--- config.mk ---
export PLATFORM = sky130hd
export DESIGN_NAME = dmem_arbiter
export DESIGN_NICKNAME = d
export VERILOG_FILES = /design/src/rtl/dmem_arbiter_pkg.sv /design/src/rtl/dmem_starve_ctr.sv /design/src/rtl/dmem_arbiter.sv
export SDC_FILE = /design/constraint.sdc
export NUM_CORES = 1
export LEC_CHECK = 0
export BUFFER_PORTS_ARGS = -buffer_cell sky130_fd_sc_hd__buf_4
export CAP_MARGIN = 20
export CORE_AREA = 2 2 116 118
export CTS_CLUSTER_SIZE = 14
export DETAILED_ROUTE_END_ITERATION = 10
export DIE_AREA = 0 0 118 120
export HOLD_SLACK_MARGIN = 0.15
export PLACE_DENSITY = 0.73
export SKIP_LAST_GASP = 1
export SLEW_MARGIN = 40
export SYNTH_ARGS = -nofsm -noshare
export SYNTH_HDL_FRONTEND = slang
export SYNTH_HIERARCHICAL = 1
export SYNTH_SLANG_ARGS = --single-unit
--- constraint.sdc ---
create_clock -name clk -period 2.3 [get_ports clk]
set_input_delay 0.69 -clock clk [delete_from_list [all_inputs] [get_ports clk]]
set_output_delay 0.69 -clock clk [all_outputs]
set_load 0.02 [all_outputs]
--- src/rtl/dmem_arbiter_pkg.sv ---
// rtl/dmem_arbiter_pkg.sv - shared types and constants for the data-memory arbiter
package dmem_arbiter_pkg;

    // Owner of the access granted in the previous cycle.
    typedef enum logic [1:0] {
        OWN_NONE = 2'd0,
        OWN_CORE = 2'd1,
        OWN_DMA  = 2'd2
    } owner_e;

    localparam logic [1:0] ALIGN_MASK = 2'b11;

    function automatic logic is_aligned(input logic [1:0] addr_lsb);
        return (addr_lsb & ALIGN_MASK) == 2'b00;
    endfunction

endpackage

--- src/rtl/dmem_starve_ctr.sv ---
// rtl/dmem_starve_ctr.sv - DMA starvation counter producing a forced-grant flag
//
// Ports:
//   clk, rst_n   clock, synchronous active-low reset
//   d_req        DMA request
//   d_gnt        DMA granted this cycle
//   force_grant  registered: DMA must win the next arbitration it requests in
module dmem_starve_ctr
    import dmem_arbiter_pkg::*;
#(
    parameter int MAX_WAIT = 4,
    parameter int CW       = 3
) (
    input  logic clk,
    input  logic rst_n,
    input  logic d_req,
    input  logic d_gnt,
    output logic force_grant
);

    localparam logic [CW-1:0] MAX_CNT = CW'(MAX_WAIT);

    logic [CW-1:0] cnt;
    logic [CW-1:0] cnt_next;

    // Counts consecutive denied DMA cycles; any grant or dropped request restarts it.
    always_comb begin
        cnt_next = cnt;
        if (!d_req || d_gnt) begin
            cnt_next = '0;
        end else if (cnt != MAX_CNT) begin
            cnt_next = cnt + CW'(1);
        end
    end

    always_ff @(posedge clk) begin
        if (!rst_n) begin
            cnt         <= '0;
            force_grant <= 1'b0;
        end else begin
            cnt         <= cnt_next;
            force_grant <= (cnt_next == MAX_CNT);
        end
    end

endmodule

--- src/rtl/dmem_arbiter.sv ---
// rtl/dmem_arbiter.sv - core/DMA arbiter for a single-port word data memory
//
// Ports:
//   clk, rst_n                    clock, synchronous active-low reset
//   c_req/c_we/c_addr/c_wdata     core request (held until c_gnt)
//   c_gnt/c_rvalid/c_rdata/c_err  core grant, registered read return, misalign pulse
//   d_*                           same set for the DMA/loader engine
//   mem_we/mem_a/mem_wd           memory write port and address
//   mem_rd                        asynchronous memory read data
module dmem_arbiter
    import dmem_arbiter_pkg::*;
#(
    parameter int AW       = 32,
    parameter int DW       = 32,
    parameter int MAX_WAIT = 4,
    parameter int CW       = 3
) (
    input  logic          clk,
    input  logic          rst_n,
    input  logic          c_req,
    input  logic          c_we,
    input  logic [AW-1:0] c_addr,
    input  logic [DW-1:0] c_wdata,
    output logic          c_gnt,
    output logic          c_rvalid,
    output logic [DW-1:0] c_rdata,
    output logic          c_err,
    input  logic          d_req,
    input  logic          d_we,
    input  logic [AW-1:0] d_addr,
    input  logic [DW-1:0] d_wdata,
    output logic          d_gnt,
    output logic          d_rvalid,
    output logic [DW-1:0] d_rdata,
    output logic          d_err,
    output logic          mem_we,
    output logic [AW-1:0] mem_a,
    output logic [DW-1:0] mem_wd,
    input  logic [DW-1:0] mem_rd
);

    logic   force_grant;
    logic   gnt_c;
    logic   gnt_d;
    logic   any_gnt;
    logic   sel_we;
    logic   sel_aligned;
    owner_e owner_q;
    owner_e owner_d;
    logic   rd_q;
    logic   rd_d;
    logic   err_q;
    logic   err_d;

    dmem_starve_ctr #(
        .MAX_WAIT (MAX_WAIT),
        .CW       (CW)
    ) u_starve (
        .clk         (clk),
        .rst_n       (rst_n),
        .d_req       (d_req),
        .d_gnt       (gnt_d),
        .force_grant (force_grant)
    );

    // Core has priority unless DMA has been starved; nothing is granted in reset.
    always_comb begin
        gnt_c = 1'b0;
        gnt_d = 1'b0;
        if (rst_n) begin
            if (force_grant && d_req) begin
                gnt_d = 1'b1;
            end else if (c_req) begin
                gnt_c = 1'b1;
            end else if (d_req) begin
                gnt_d = 1'b1;
            end
        end
    end

    assign c_gnt   = gnt_c;
    assign d_gnt   = gnt_d;
    assign any_gnt = gnt_c | gnt_d;

    // Port C drives the memory bus whenever DMA is not the granted port.
    assign mem_a       = gnt_d ? d_addr  : c_addr;
    assign mem_wd      = gnt_d ? d_wdata : c_wdata;
    assign sel_we      = gnt_d ? d_we    : c_we;
    assign sel_aligned = is_aligned(mem_a[1:0]);
    assign mem_we      = any_gnt & sel_we & sel_aligned;

    always_comb begin
        owner_d = OWN_NONE;
        rd_d    = any_gnt & ~sel_we;
        err_d   = any_gnt & ~sel_aligned;
        if (gnt_c) begin
            owner_d = OWN_CORE;
        end else if (gnt_d) begin
            owner_d = OWN_DMA;
        end
    end

    always_ff @(posedge clk) begin
        if (!rst_n) begin
            owner_q <= OWN_NONE;
            rd_q    <= 1'b0;
            err_q   <= 1'b0;
            c_rdata <= '0;
            d_rdata <= '0;
        end else begin
            owner_q <= owner_d;
            rd_q    <= rd_d;
            err_q   <= err_d;
            if (gnt_c && !c_we) begin
                c_rdata <= mem_rd;
            end
            if (gnt_d && !d_we) begin
                d_rdata <= mem_rd;
            end
        end
    end

    // Return pulses are steered by who owned last cycle's access.
    assign c_rvalid = (owner_q == OWN_CORE) & rd_q;
    assign d_rvalid = (owner_q == OWN_DMA)  & rd_q;
    assign c_err    = (owner_q == OWN_CORE) & err_q;
    assign d_err    = (owner_q == OWN_DMA)  & err_q;

endmodule

### After elaboration in Yosys (flattened, before gate mapping)

Index checks and enable logic that the tools add are counted.

* output and inout bits: 135
* register bits: 72
* input bits: 166
* logic and storage cells: 48

* reduce and logical (&&, ||, !) cells: 9
* bitwise logic cells: 12
* add/subtract/negate cells: 1
* multiplexer cells: 14
* equal/unequal tests: 4

Operators with widths (count)
* 32-bit two-way mux: 2
* 1-bit two-way mux: 9
* 1-bit bitwise AND: 8
* 3-bit two-way mux: 2
* 3-bit by 1-bit adder with 3-bit output (second input constant): 1
* 3-bit equality test (second input constant): 1
* 1-bit logical AND: 3
* 1-bit zero test: 3
* 3-bit inequality test (second input constant): 1
* 1-bit inverter: 3
* 2-bit by 1-bit equality test with 1-bit output (second input constant): 1
* 2-bit equality test (second input constant): 1
* 2-bit zero test: 1
* 2-bit two-way mux: 1
* 2-bit OR reduction: 1
* 1-bit logical OR: 1
* 1-bit OR: 1

### Logic depth before layout (Yosys ltp)

* depth after elaboration: 8
* mapped depth: 7
* depth with buffers taken out: 5

### Modules after synthesis

Netlist, hierarchy kept.

By module, submodules not included
* dmem_arbiter: cells an instance 341, area each 3538.4 µm², sequential area each 1361.3 µm², instances 1
* dmem_starve_ctr: cells an instance 23, area each 211.5 µm², sequential area each 80.1 µm², instances 1

### Least setup slack after synthesis

No wires, ideal clock.

* kind: input-to-output
* start: in rst_n
* end: out mem_wd[10]
* cell stages on the path: 5
* arrival: 1.564 ns
* required time: 1.610 ns
* setup slack: 0.046 ns
* path buffers: 3
* cells stage by stage: buf_2 > nand3_2 > buf_6 > buf_6 > mux2_4

* cells in the longest elaborated chain, start to end: 2

Ends and longest elaborated chain
* start, declared: line dmem_arbiter.sv:19 `input logic rst_n,`
* 1-bit two-way mux: line dmem_arbiter.sv:70 `if (rst_n) begin`
* 32-bit two-way mux: line dmem_arbiter.sv:87 `assign mem_wd = gnt_d ? d_wdata : c_wdata;`
* end, declared: line dmem_arbiter.sv:38 `output logic [DW-1:0] mem_wd,`

Every way passes these cells.

### Worst setup path in the final report

* start: in c_req
* end: out mem_wd[31]

* cells in the longest elaborated chain, start to end: 4

Ends and longest elaborated chain
* start, declared: line dmem_arbiter.sv:20 `input logic c_req,`
* 1-bit two-way mux: line dmem_arbiter.sv:73 `end else if (c_req) begin`
* 1-bit two-way mux: line dmem_arbiter.sv:71 `if (force_grant && d_req) begin`
* 1-bit two-way mux: line dmem_arbiter.sv:70
* 32-bit two-way mux: line dmem_arbiter.sv:87

Every way passes these cells.

==> metrics.cfg <==
[status]
outcome = finished, violations left
violations = negative setup slack

[critical_path]
critPathMaxStageDelay_ps = 320
reg2reg_depth = 7
worst-r2r-setup-slack_ps = 750
worst-setup-path-type = in -> out
required_ps = 1610
r2r-end = u_starve/force_grant$_SDFF_PN0_
crit_chain = buf_8 -> nand2b_4 -> nand3_4 -> buf_12 -> buf_12 -> mux2_4 -> buf_6
cp_max_fo = 6
arrival_ps = 1760
cpMostUsedCell = buf_12
crit_buf_inv = 4
reg2reg_from = u_starve/force_grant$_SDFF_PN0_
worstSetupStartpointType = input pin
cp_slowest_cell = mux2_4
cp-end-kind = output port
critPathTopFamily = buffers and inverters

[detailed_routing]
wirelength_mm = 15.3
dr_total_vias = 3956
routedWlPerCell_um = 17.7
drtAntennaViolNets = 0
drt_iter0_drc = 175
viasPerCell = 4.59
remaining_drc_errors = 0
dr.pass1.iters = 4

[sta]
max-slew-margin-rel = 0.630
finalHoldViolCount = 0
finalCriticalPeriod_ps = 2450
report.final.slew_viol_count = 0
tightest_slew_ps = 555
postLayoutSetupSlackWorst_ps = -149
max_freq_mhz = 408
rsz0062_at_grt = yes
fin_worst_skew_ps = 4.83
min_period_over_period = 1.06
setup_viol = 65

[final_layout]
seq_area_um2 = 1440
drive_above_1_share = 0.612
fill_cells = 1128
multi_input_area_um2 = 2210
fin_cells = 861
area_growth_pct = 89.4
num_antenna_cells = 0
final_nets = 849

[synthesis]
synth_area_um2 = 3750
synth_top_flop_cell = dfxtp_1
yosysMostFrequentCell = nand2_1
yosys-top-cells-count = nand2_1 (100), dfxtp_1 (72), mux2i_1 (64)
ys_warn_count = 6
yosysSeqAreaShare = 0.384
synth_top_cell_area_share = 0.384
synth_largest_area_cell = dfxtp_1
synth_edf_count = 0
synth_cell_types = 37
synth_seq_cells = 72
ys_async_sr_fraction = 0
synthCells = 364
syn_nets = 532
post_synth.cell_area_avg_um2 = 10.3
synth_area_leaders = dfxtp_1 (38%), mux2i_1 (17%), mux2_4 (11%)

[clock_network]
cts_tree = done
clk-insertion-delay-late_ps = 320
root_buffer = clkbuf_16
clkTransAtPathRegs_ps = 60
h-tree-depth = 3
cts_buffers = 9
clock-sinks = 72
clockBufferDepth = 2

[power_and_ir_drop]
switching_share = 0.256
switchingPower_uw = 971
leakagePower_nw = 3.65
seq_power_share = 0.345
ir_drop_v = 0.000403
clkPwrFrac = 0.391
p_total_mw = 3.79
combPwrFrac = 0.264
power-per-cell-area_nw_per_um2 = 534
intPower_mw = 2.82

[grt]
grt_usage = 0.206
antenna_found_initial = 0
grt_overflow = 0
grt_pass1_wl_mm = 22.6
grt_max_degree = 61
groute.layer.met3.usage = 0.0528
busiest_layer = met2
grt_pass1_vias = 4150
grt_use_met1 = 0.245
grtUsageMet2 = 0.372

[worst_hold_path]
hold_end = d_rdata[2]$_SDFFE_PN0P_
min_path_type = reg -> reg
hold_path_startpoint = d_rdata[2]$_SDFFE_PN0P_
min_path_cells = 2

[floorplan]
initial_core_util = 0.289
die_h_um = 120
dieArea_um2 = 14200
die_w_um = 118
core.rowCount = 42
io_pins = 301
core_um2 = 13000

[placed_design]
placed_cells = 835
place.gp.congestion = 0.910
place_hpwl_mm = 12.2
port_buffers = 300

[job]
cap_viol_max_count = 0

final cells by class:
class                           count  share of cell area
Multi-Input combinational cell    262               0.311
Tap cell                          176              0.0310
Clock inverter                      5              0.0115
Sequential cell                    72               0.203
Inverter                            4             0.00211
Clock buffer                       10              0.0337
Timing Repair Buffer              332               0.408
worst reg2reg max path, stage by stage (launching register included):
cell and delay [ps]:
dfxtp_2 340, nand2b_4 150, nand3_4 110, buf_6 170, clkbuf_16 150, inv_1 60, nand3b_4 170, nor4_2 310
what timing repair did:
| item | 4_1_cts | 5_1_grt |
|---|---|---|
| hold buffers | 0 | 0 |
| setup endpoints to repair | 65 | 65 |
| setup buffers | 6 | 2 |
| pin swaps | 3 | 1 |
| gates resized for setup | 84 | 13 |
| gates cloned | 3 | 2 |
| hold endpoints to repair | 0 | 0 |
flip-flops by register name, indices dropped and copies added, names as in the netlist:
register	cells
rd_q	1
owner_q	2
err_q	1
u_starve/cnt	3
d_rdata	32
c_rdata	32
u_starve/force_grant	1
worst max path at each step:
stage,startpoint,end,depth (start not counted)
after floorplan,rst_n,mem_wd[10],5
after global placement,c_req,mem_wd[31],6
after detailed placement,c_req,mem_a[5],6
after CTS,c_req,mem_a[5],7
after global routing,c_req,mem_wd[31],7
final,c_req,mem_wd[31],7
cells by family after synthesis:
group           Yosys count  synth area share
fa+ha+maj                 2           0.00667
xor+xnor                  1           0.00234
mux                     128             0.390
simple gates            122             0.146
compound gates            9            0.0210
flops                    72             0.384
buf+inv                  30            0.0491
layer usage:
| layer | share of wire | routed length (um) |
|---|---|---|
| met3 | 0.072 | 1100 |
| met1 | 0.41 | 6230 |
| met5 | 0 | 0 |
| met2 | 0.51 | 7790 |
| met4 | 0.011 | 167 |
through the flow:
step / setup slack, ps / instance area [um^2] / hold WS (ps) / utilization / TNS (ps)
after floorplan: 45.9 / 3750 / 470 / - / 0
after global routing: -175 / 7100 / 478 / 0.547 / -9440
final: -149 / 7100 / 459 / 0.547 / -7500
after detailed placement: -232 / 6260 / 448 / 0.482 / -10420
after CTS: -172 / 7020 / 460 / 0.540 / -8310
after global placement: -210 / 6260 / 442 / 0.482 / -8420
power groups by stage:
| stage | registers (mW) | clock network [mW] | logic [mW] |
|---|---|---|---|
| floorplan | 1.37 | 0 | 0.365 |
| global placement | 1.33 | 0 | 0.869 |
| detailed placement | 1.34 | 0 | 0.880 |
| CTS | 1.31 | 1.53 | 0.983 |
| global route | 1.31 | 1.58 | 1.05 |
| finish | 1.31 | 1.48 | 1.00 |
cells in the final DEF, fill, tap and decap left out, types with 5 or more instances in the layout:
cell type,n
buf_4,259
buf_12,5
mux2i_1,64
clkbuf_16,11
nand2_1,100
mux2_2,18
mux2_4,43
buf_6,61
dfxtp_1,71
Power figures use the tool's default switching activity.
